## config.mk

```make
export PLATFORM = sky130hd
export DESIGN_NAME = timer_irq_flat
export DESIGN_NICKNAME = d
export VERILOG_FILES = /design/src/rtl/periph_pkg.sv /design/src/rtl/timer_irq_if.sv /design/src/rtl/timer_prescaler.sv /design/src/rtl/timer_irq.sv /design/src/flat_wrapper.sv
export SDC_FILE = /design/constraint.sdc
export NUM_CORES = 1
export LEC_CHECK = 0
export BUFFER_PORTS_ARGS = -buffer_cell sky130_fd_sc_hd__clkbuf_2
export CAP_MARGIN = 10
export CORE_MARGIN = 10
export CORE_UTILIZATION = 55
export DETAILED_ROUTE_END_ITERATION = 12
export GPL_TIMING_DRIVEN = 0
export PLACE_DENSITY = 0.81
export SLEW_MARGIN = 25
export SYNTH_ARGS = -nofsm -noshare
export SYNTH_HDL_FRONTEND = slang
export SYNTH_SLANG_ARGS = --single-unit
```

## constraint.sdc

```tcl
create_clock -name clk -period 2.3 [get_ports clk]
set_input_delay 0.23 -clock clk [delete_from_list [all_inputs] [get_ports clk]]
set_output_delay 0.23 -clock clk [all_outputs]
set_load 0.01 [all_outputs]
```

## src/rtl/periph_pkg.sv

```systemverilog
// periph_pkg: shared address map and TCON bit positions for memory-mapped peripherals.
package periph_pkg;
  localparam logic [31:0] BASE_ADDR_DEF = 32'h4000_0000;
  // Offsets are word indices, compared against addr[3:2].
  localparam logic [1:0] OFF_TH = 2'd0;
  localparam logic [1:0] OFF_TL = 2'd1;
  localparam logic [1:0] OFF_TCON = 2'd2;
  localparam logic [1:0] OFF_PSC = 2'd3;
  localparam int TCON_EN = 0;
  localparam int TCON_IE = 1;
  localparam int TCON_IS = 2;
endpackage

```

## src/rtl/timer_irq_if.sv

```systemverilog
// timer_irq_if: data-memory bus slice seen by the timer, plus its interrupt line.
interface timer_irq_if;
  logic [31:0] addr;
  logic [31:0] wdata;
  logic [31:0] rdata;
  logic rd;
  logic wr;
  logic irq;
  modport master (output addr, wdata, rd, wr, input rdata, irq);
  modport slave (input addr, wdata, rd, wr, output rdata, irq);
endinterface

```

## src/rtl/timer_prescaler.sv

```systemverilog
// timer_prescaler: divides the count tick by PSC+1 while enabled.
module timer_prescaler (
  input  logic        clk,
  input  logic        reset,
  input  logic        en,
  input  logic        clr,
  input  logic [15:0] psc,
  output logic        tick
);
  logic [15:0] pcnt_q, pcnt_d;
  assign tick = en & (pcnt_q == psc);
  assign pcnt_d = (clr | ~en | tick) ? '0 : pcnt_q + 16'd1;
  always_ff @(posedge clk or posedge reset)
    if (reset) pcnt_q <= '0;
    else pcnt_q <= pcnt_d;
endmodule

```

## src/rtl/timer_irq.sv

```systemverilog
// timer_irq: memory-mapped reload timer driving the CPU level IRQ.
// Define TIMER_PRESCALE_EN to add the PSC register at +0xC and the tick prescaler.
module timer_irq
  import periph_pkg::*;
#(
  parameter logic [31:0] BASE_ADDR = BASE_ADDR_DEF
) (
  input logic       clk,
  input logic       reset,
  timer_irq_if.slave bus
);
  logic [31:0] th_q, th_d, tl_q, tl_d, psc_rd;
  logic en_q, en_d, ie_q, ie_d, is_q, is_d;
  logic hit, we_th, we_tl, we_tcon, tick, ovf, unused_addr;
  logic [1:0] sel;
  assign unused_addr = ^bus.addr[1:0];
  assign hit = bus.addr[31:4] == BASE_ADDR[31:4];
  assign sel = bus.addr[3:2];
  assign we_th = bus.wr & hit & (sel == OFF_TH);
  assign we_tl = bus.wr & hit & (sel == OFF_TL);
  assign we_tcon = bus.wr & hit & (sel == OFF_TCON);
`ifdef TIMER_PRESCALE_EN
  logic [15:0] psc_q;
  logic we_psc;
  assign we_psc = bus.wr & hit & (sel == OFF_PSC);
  assign psc_rd = {16'b0, psc_q};
  always_ff @(posedge clk or posedge reset)
    if (reset) psc_q <= '0;
    else if (we_psc) psc_q <= bus.wdata[15:0];
  timer_prescaler u_prescaler (
    .clk   (clk),
    .reset (reset),
    .en    (en_q),
    .clr   (we_psc),
    .psc   (psc_q),
    .tick  (tick)
  );
`else
  assign psc_rd = '0;
  assign tick = en_q;
`endif
  assign ovf = tick & (tl_q == '1);
  // Software writes to TL beat counting; the hardware IS set beats a software clear.
  always_comb begin
    th_d = we_th ? bus.wdata : th_q;
    tl_d = we_tl ? bus.wdata : ovf ? th_q : tick ? tl_q + 32'd1 : tl_q;
    en_d = we_tcon ? bus.wdata[TCON_EN] : en_q;
    ie_d = we_tcon ? bus.wdata[TCON_IE] : ie_q;
    is_d = (ovf & ie_q) | (we_tcon ? bus.wdata[TCON_IS] : is_q);
  end
  always_ff @(posedge clk or posedge reset)
    if (reset) begin
      th_q <= '0;
      tl_q <= '0;
      en_q <= 1'b0;
      ie_q <= 1'b0;
      is_q <= 1'b0;
    end else begin
      th_q <= th_d;
      tl_q <= tl_d;
      en_q <= en_d;
      ie_q <= ie_d;
      is_q <= is_d;
    end
  assign bus.rdata = !(bus.rd && hit) ? '0 :
                     sel == OFF_TH   ? th_q :
                     sel == OFF_TL   ? tl_q :
                     sel == OFF_TCON ? {29'b0, is_q, ie_q, en_q} : psc_rd;
  assign bus.irq = ie_q & is_q;
endmodule

```

## src/flat_wrapper.sv

```systemverilog
// flat-port wrapper written by rule: the top's interface ports become plain ports
module timer_irq_flat import periph_pkg::*;
#(
  parameter logic [31:0] BASE_ADDR = BASE_ADDR_DEF
)
  (clk, reset, bus_addr, bus_wdata, bus_rd, bus_wr, bus_rdata, bus_irq);
  timer_irq_if bus_i ();
  input logic clk;
  input logic reset;
  input wire logic [$bits(bus_i.addr)-1:0] bus_addr;
  input wire logic [$bits(bus_i.wdata)-1:0] bus_wdata;
  input wire logic [$bits(bus_i.rd)-1:0] bus_rd;
  input wire logic [$bits(bus_i.wr)-1:0] bus_wr;
  output wire logic [$bits(bus_i.rdata)-1:0] bus_rdata;
  output wire logic [$bits(bus_i.irq)-1:0] bus_irq;
  assign bus_i.addr = bus_addr;
  assign bus_i.wdata = bus_wdata;
  assign bus_i.rd = bus_rd;
  assign bus_i.wr = bus_wr;
  assign bus_rdata = bus_i.rdata;
  assign bus_irq = bus_i.irq;
  timer_irq #(.BASE_ADDR(BASE_ADDR)) u_core (.clk(clk), .reset(reset), .bus(bus_i));
endmodule
```

==> results of run 1 <==
==> sequential cells by signal (all words and copies together) (netlist names) <==
register,count
u_core.th_q,32
u_core.ie_q,1
u_core.tl_q,32
u_core.en_q,1
u_core.is_q,1
==> metrics by stage <==
stage	instance area (um^2)	setup TNS, ns	hold WS (ns)
after global routing	5230	-0.0417	0.108
after detailed placement	4970	-0.634	0.245
after CTS	5200	0	0.0906
after global placement	4950	-30.96	0.447
after floorplan	4340	0	0.345
final	5230	0	0.0958
==> worst min-delay path, cell delays in order <==
cell      delay, ns
clkbuf_2       0.09
nand2_1        0.04
o31ai_1        0.05
==> what timing repair did <==
action / 4_1_cts / 5_1_grt
endpoints found under the setup margin: 20 / 45
gates resized for setup: 0 / 13
setup buffers: 5 / 0
hold endpoints to repair: 29 / 0
hold buffers: 1 / 0
pin swaps: 3 / 1
==> area by class of cell <==
cell class / instances / area, um^2 / share of cell area
flip-flops and latches: 67 / 1680 / 0.321
clock inverters: 2 / 10.0 / 0.00191
clock buffers: 13 / 169 / 0.0323
repair buffers: 103 / 548 / 0.105
multi-input cells: 369 / 2520 / 0.481
well taps: 102 / 128 / 0.0244
plain buffers: 30 / 156 / 0.0299
inverters: 6 / 25.0 / 0.00478
==> report_power, final <==
group,internal (W),switching (W),total [W]
registers,0.00118,0.0000000970,0.00118
logic,0.0000698,0.0000835,0.000153
clock network,0.000471,0.000450,0.000922
total,0.00172,0.000534,0.00225
==> final timing paths <==
check                                                 from                          end  slack (ns)  cells after the start
worst max-delay path               u_core.en_q$_DFFE_PP0P_  u_core.tl_q[18]$_DFFE_PP0P_        0.11                      7
worst min-delay path                         bus_wdata[26]  u_core.tl_q[26]$_DFFE_PP0P_         0.1                      3
worst max register to register     u_core.en_q$_DFFE_PP0P_  u_core.tl_q[18]$_DFFE_PP0P_        0.11                      7
worst min register to register  u_core.th_q[8]$_DFFE_PP0P_   u_core.th_q[8]$_DFFE_PP0P_        0.54                      1
max in group asynchronous                            reset  u_core.th_q[29]$_DFFE_PP0P_        1.35                      4
min in group asynchronous                            reset   u_core.tl_q[4]$_DFFE_PP0P_        0.42                      3
==> routing by layer <==
layer	vias to the layer above	GRT usage	share of wire	wire length, um
met5	-	0	0	0
met4	0	0.0932	0.020	271
met3	28	0.0690	0.10	1380
met2	259	0.360	0.48	6470
met1	2059	0.274	0.40	5400
li1	1949	-	-	-
==> cell usage in the layout, fill, tap and decap left out, types with 4 or more instances in the layout <==
cell type / n
o311a_1: 4
o211ai_1: 7
clkbuf_1: 9
nand3_1: 17
a31oi_1: 9
a21oi_1: 15
nor3_1: 7
nand2_1: 48
buf_2: 10
mux2i_1: 37
xnor2_1: 4
nor2_1: 59
dfrtp_1: 67
a211oi_1: 4
inv_1: 5
nor4_1: 6
and3_1: 7
o31ai_1: 9
a21o_1: 4
mux2_2: 30
nand4_1: 18
o21ai_0: 17
clkbuf_2: 100
xor2_1: 13
buf_4: 12
mux2_1: 4
nand2b_1: 7
clkbuf_8: 12
and4_1: 4
==> synth_stat cells (2+ instances only) <==
library cell and number:
a21o_1 4, mux2_2 30, buf_4 7, clkbuf_1 12, a41oi_1 3, nand4_1 18
a211oi_1 4, mux2i_1 37, dfrtp_1 67, nand2_1 48, and4_1 5, nand2b_1 7
a31oi_1 9, nor4_1 9, nor3_1 7, a21oi_1 15, xnor2_1 4, nor2_1 60
mux2_1 4, xor2_1 13, and3_1 7, nor3b_1 2, o311a_1 4, nand3_1 18
o31ai_1 9, and2_1 3, o21ai_0 17, o211ai_1 7, buf_2 11, or3_1 3
inv_1 6, nand4_4 2
==> kinds of logic after synthesis <==
group                    count (synthesis)
buffers and inverters                   38
AO/OA/AOI/OAI                           79
multiplexers                            71
XOR/XNOR                                17
AND/OR/NAND/NOR                        201
adder cells (fa/ha/maj)                  1
flip-flops                              67
==> results.cfg, run 1 <==
[outcome]
status = finished, final reports clean

[synthesis]
synth_mux_area_frac = 0.173
synth-adder-area-share = 0.00288
synthXorXnorAreaFrac = 0.0343
synth-edff-count = 0
avgSynthCellArea_um2 = 9.16
yosys.area_share.simple = 0.239
synth_area_mm2 = 0.00434
ys_seq_area_frac = 0.386
synth_top_area_frac = 0.386
synth_nets = 543
yosysWarnings = 0
async_reset_ff_frac = 1.00
syn_inst = 474
synth_compound_area_frac = 0.122
synth_top_family_by_area = simple AND/OR/NAND/NOR gates
ys_types = 54
ys_ff_latch = 67
yosysTopAreaCell = dfrtp_1
synth_area_leaders = dfrtp_1 39%, mux2i_1 8.5%, mux2_2 7.8%
yosys_most_used_dff = dfrtp_1

[critical_path]
critPathTopFamily = simple AND/OR/NAND/NOR gates
max_stage_delay_ns = 0.34
crit_path_end_kind = flip-flop
crit_required_ns = 2.54
cp_slowest_cell = and4_2
path_max_fanout = 10
worst_setup_path_start_kind = flip-flop
crit_type = flip-flop to flip-flop
crit_chain = clkbuf_1 -> nand4_1 -> nor3_4 -> and4_2 -> buf_4 -> a211oi_1 -> o31ai_1
path_buf_inv = 2
critPathArrivalTime_ns = 2.43

[hold_path]
min_path_type = primary input to flip-flop

[timing]
worst_slew_pin_slew_ns = 0.829
final.period_utilization = 0.952
finalCriticalPeriod_ns = 2.19
relSlewSlack = 0.447
finalWorstSetupSlack_ns = 0.111
finalClockSkew_ns = 0.00482
fmax_mhz = 457
slew_violations = 0
finalSetupViolCount = 0
hold_viol = 0

[cts]
clkSinkCount = 67
clk_latency_ns = 0.35
cts_tree = yes
cts-root-buf = clkbuf_8
cts.htree.levels = 3
clk_pin_slew_ns = 0.07
numCtsBuffers = 9
cts_buffer_depth = 2

[global_route]
grt_pass1_vias = 4170
grt_pass1_wl_um = 21200
grt_max_degree = 39
overflow = 0
track_usage = 0.224
antenna_found_initial = 0

[drt]
totalWireLength_um = 13500
routedWlPerCell_um = 19.5
drtAntennaViolNets = 0
firstDrtPassIters = 5
route.detailed.drc = 0
detail_route.vias_per_cell = 6.21
drtIter0Drc = 344
vias = 4295

[floorplan]
die_h_um = 109
io_pins = 101
rows = 32
core_area_mm2 = 0.00769
dieArea_mm2 = 0.0119
die_x_um = 109
start_util = 0.565

[cells_and_area]
drive_gt1_frac = 0.310
diodes = 0
nets = 655
fillers = 618
final_cells = 692
finalCoreUtilization = 0.680
area_delta_synth_final_pct = 20.4

[pwr]
powerDensity_mw_per_mm2 = 431
p_leak_nw = 2.54
finalPower_w = 0.00225
ir_drop_mv = 0.335

[place]
gp_congestion = 0.957
port_buffers = 96
hpwl_um = 9840
place_ws_ns = -0.0721
dpl.cell_count = 673

[run]
drv_cap = 0
Note: power is estimated with default switching activity, not from simulation.
==> run 2, diff against run 1 <==
--- a/constraint.sdc
+++ b/constraint.sdc
@@ -3,2 +3,2 @@
 set_output_delay 0.23 -clock clk [all_outputs]
-set_load 0.01 [all_outputs]
+set_load 0.05 [all_outputs]
==> run 2 against run 1 <==
Critical endpoint is now bus_rdata[0]; clock-buffer cell count is the same; largest power group unchanged; final cell count is the same; die area is the same; combinational power is essentially flat; final area grew 2.0%; sequential share of layout area shrank 0.63 points; largest cell class unchanged; first-iteration DRC count shrank 2.0%.
==> results.cfg, run 2 (same netlist as run 1, synthesis figures left out) <==
[critical_path]
critPathArrivalTime_ns = 1.96
path_max_fanout = 10
timing.reg2reg.setup_slack_ns = 0.13
worst_setup_path_start_kind = flip-flop
crit_path_end_kind = output pin
crit_type = flip-flop to output pin
crit_required_ns = 2.07

[cells_and_area]
diodes = 0
final_common_cell = clkbuf_2
area_delta_synth_final_pct = 22.8
fillers = 606
most-common-layout-cells = 73 x clkbuf_2, 67 x dfrtp_1, 59 x nor2_1, 48 x nand2_1, 37 x mux2i_1
nets = 655
drive_gt1_frac = 0.310
fin_area_mm2 = 0.00534
largestRegisters = u_core.th_q: 32 flops, u_core.tl_q: 32 flops

[drt]
drtAntennaViolNets = 0
drtIter0Drc = 337
firstDrtPassIters = 7
totalWireLength_um = 13500
route.detailed.drc = 0
routedWlPerCell_um = 19.5
detail_route.vias_per_cell = 6.15
vias = 4257

[timing]
fmax_mhz = 456
relSlewSlack = 0.444
finalClockSkew_ns = 0.00598
slew_violations = 0
finalCriticalPeriod_ns = 2.19
rsz0062_at_grt = no
hold_viol = 0
finalSetupViolCount = 0
worst_slew_pin_slew_ns = 0.834
finalWorstSetupSlack_ns = 0.109
final.period_utilization = 0.953

[floorplan]
core_area_mm2 = 0.00769
rows = 32
start_util = 0.565
die_h_um = 109
die_x_um = 109
dieArea_mm2 = 0.0119
io_pins = 101

[place]
port_buffers = 96
placed_area_mm2 = 0.00497
gp_congestion = 0.957
place_ws_ns = -0.217
hpwl_um = 9840

[pwr]
powerDensity_mw_per_mm2 = 423
ir_drop_mv = 0.331
p_leak_nw = 2.57

[cts]
cts_tree = yes
cts.htree.levels = 3
clk_pin_slew_ns = 0.07
clkSinkCount = 67
clk_latency_ns = 0.35
numCtsBuffers = 9
cts-root-buf = clkbuf_8
cts_buffer_depth = 2

[run]
drv_cap = 0

[outcome]
status = finished, final reports clean

[global_route]
overflow = 0
track_usage = 0.224
antenna_found_initial = 0
grt_pass1_vias = 4169
grt_pass1_wl_um = 21200
grt_max_degree = 39

[hold_path]
min_path_type = primary input to flip-flop
-- run 2: per-stage QoR --
step | hold slack, ns | power (W) | utilization | std cells | TNS, ns
2_1_floorplan | 0.345 | 0.00127 | - | 474 | -1.25
3_3_place_gp | 0.447 | 0.00134 | 0.644 | 672 | -33.29
3_5_place_dp | 0.245 | 0.00135 | 0.647 | 673 | -3.41
4_1_cts | 0.0906 | 0.00226 | 0.686 | 693 | 0
5_1_grt | 0.108 | 0.00231 | 0.694 | 692 | 0
6_report | 0.0958 | 0.00226 | 0.694 | 692 | 0
-- run 2: critical path, stage by stage (launching register included) --
cell	delay, ns
dfrtp_1	0.33
clkbuf_1	0.28
clkbuf_2	0.36
mux2i_1	0.13
nor2_1	0.10
a21oi_1	0.04
nor2_1	0.09
clkbuf_2	0.29
-- run 2: metal layers --
layer,global-route usage,part of all wire
met1,0.275,0.40
met4,0.0932,0.023
met3,0.0673,0.10
met5,0,0
met2,0.359,0.47
-- run 2: cell type report --
type / instances / area (um^2) / area share
flip-flops and latches: 67 / 1680 / 0.314
clock buffers: 13 / 169 / 0.0317
inverters: 6 / 25.0 / 0.00469
multi-input cells: 369 / 2520 / 0.472
plain buffers: 30 / 161 / 0.0303
well taps: 102 / 128 / 0.0239
repair buffers: 103 / 648 / 0.121
clock inverters: 2 / 10.0 / 0.00188
-- run 2: power breakdown --
group	switching [W]	total, W	internal [W]	leakage, nW
registers	0.0000000937	0.00118	0.00118	0.785
clock network	0.000453	0.000925	0.000471	0.0953
logic	0.0000837	0.000154	0.0000698	1.68
-- run 2: what timing repair did --
| item | CTS | global route |
|---|---|---|
| setup buffers | 5 | 0 |
| pin swaps | 3 | 0 |
| resized for setup | 20 | 39 |
| hold buffers | 1 | 0 |
| endpoints found under the hold margin | 29 | 0 |
| setup endpoints to repair | 29 | 53 |
-- run 2: final timing paths --
check | depth (start not counted) | from | to
max in group asynchronous | 4 | reset | u_core.tl_q[29]$_DFFE_PP0P_
worst min register to register | 2 | u_core.is_q$_DFF_PP0_ | u_core.is_q$_DFF_PP0_
worst min-delay path | 3 | bus_wdata[26] | u_core.tl_q[26]$_DFFE_PP0P_
worst max register to register | 7 | u_core.tl_q[2]$_DFFE_PP0P_ | u_core.tl_q[15]$_DFFE_PP0P_
min in group asynchronous | 3 | reset | u_core.th_q[6]$_DFFE_PP0P_
worst max-delay path | 7 | u_core.en_q$_DFFE_PP0P_ | bus_rdata[0]
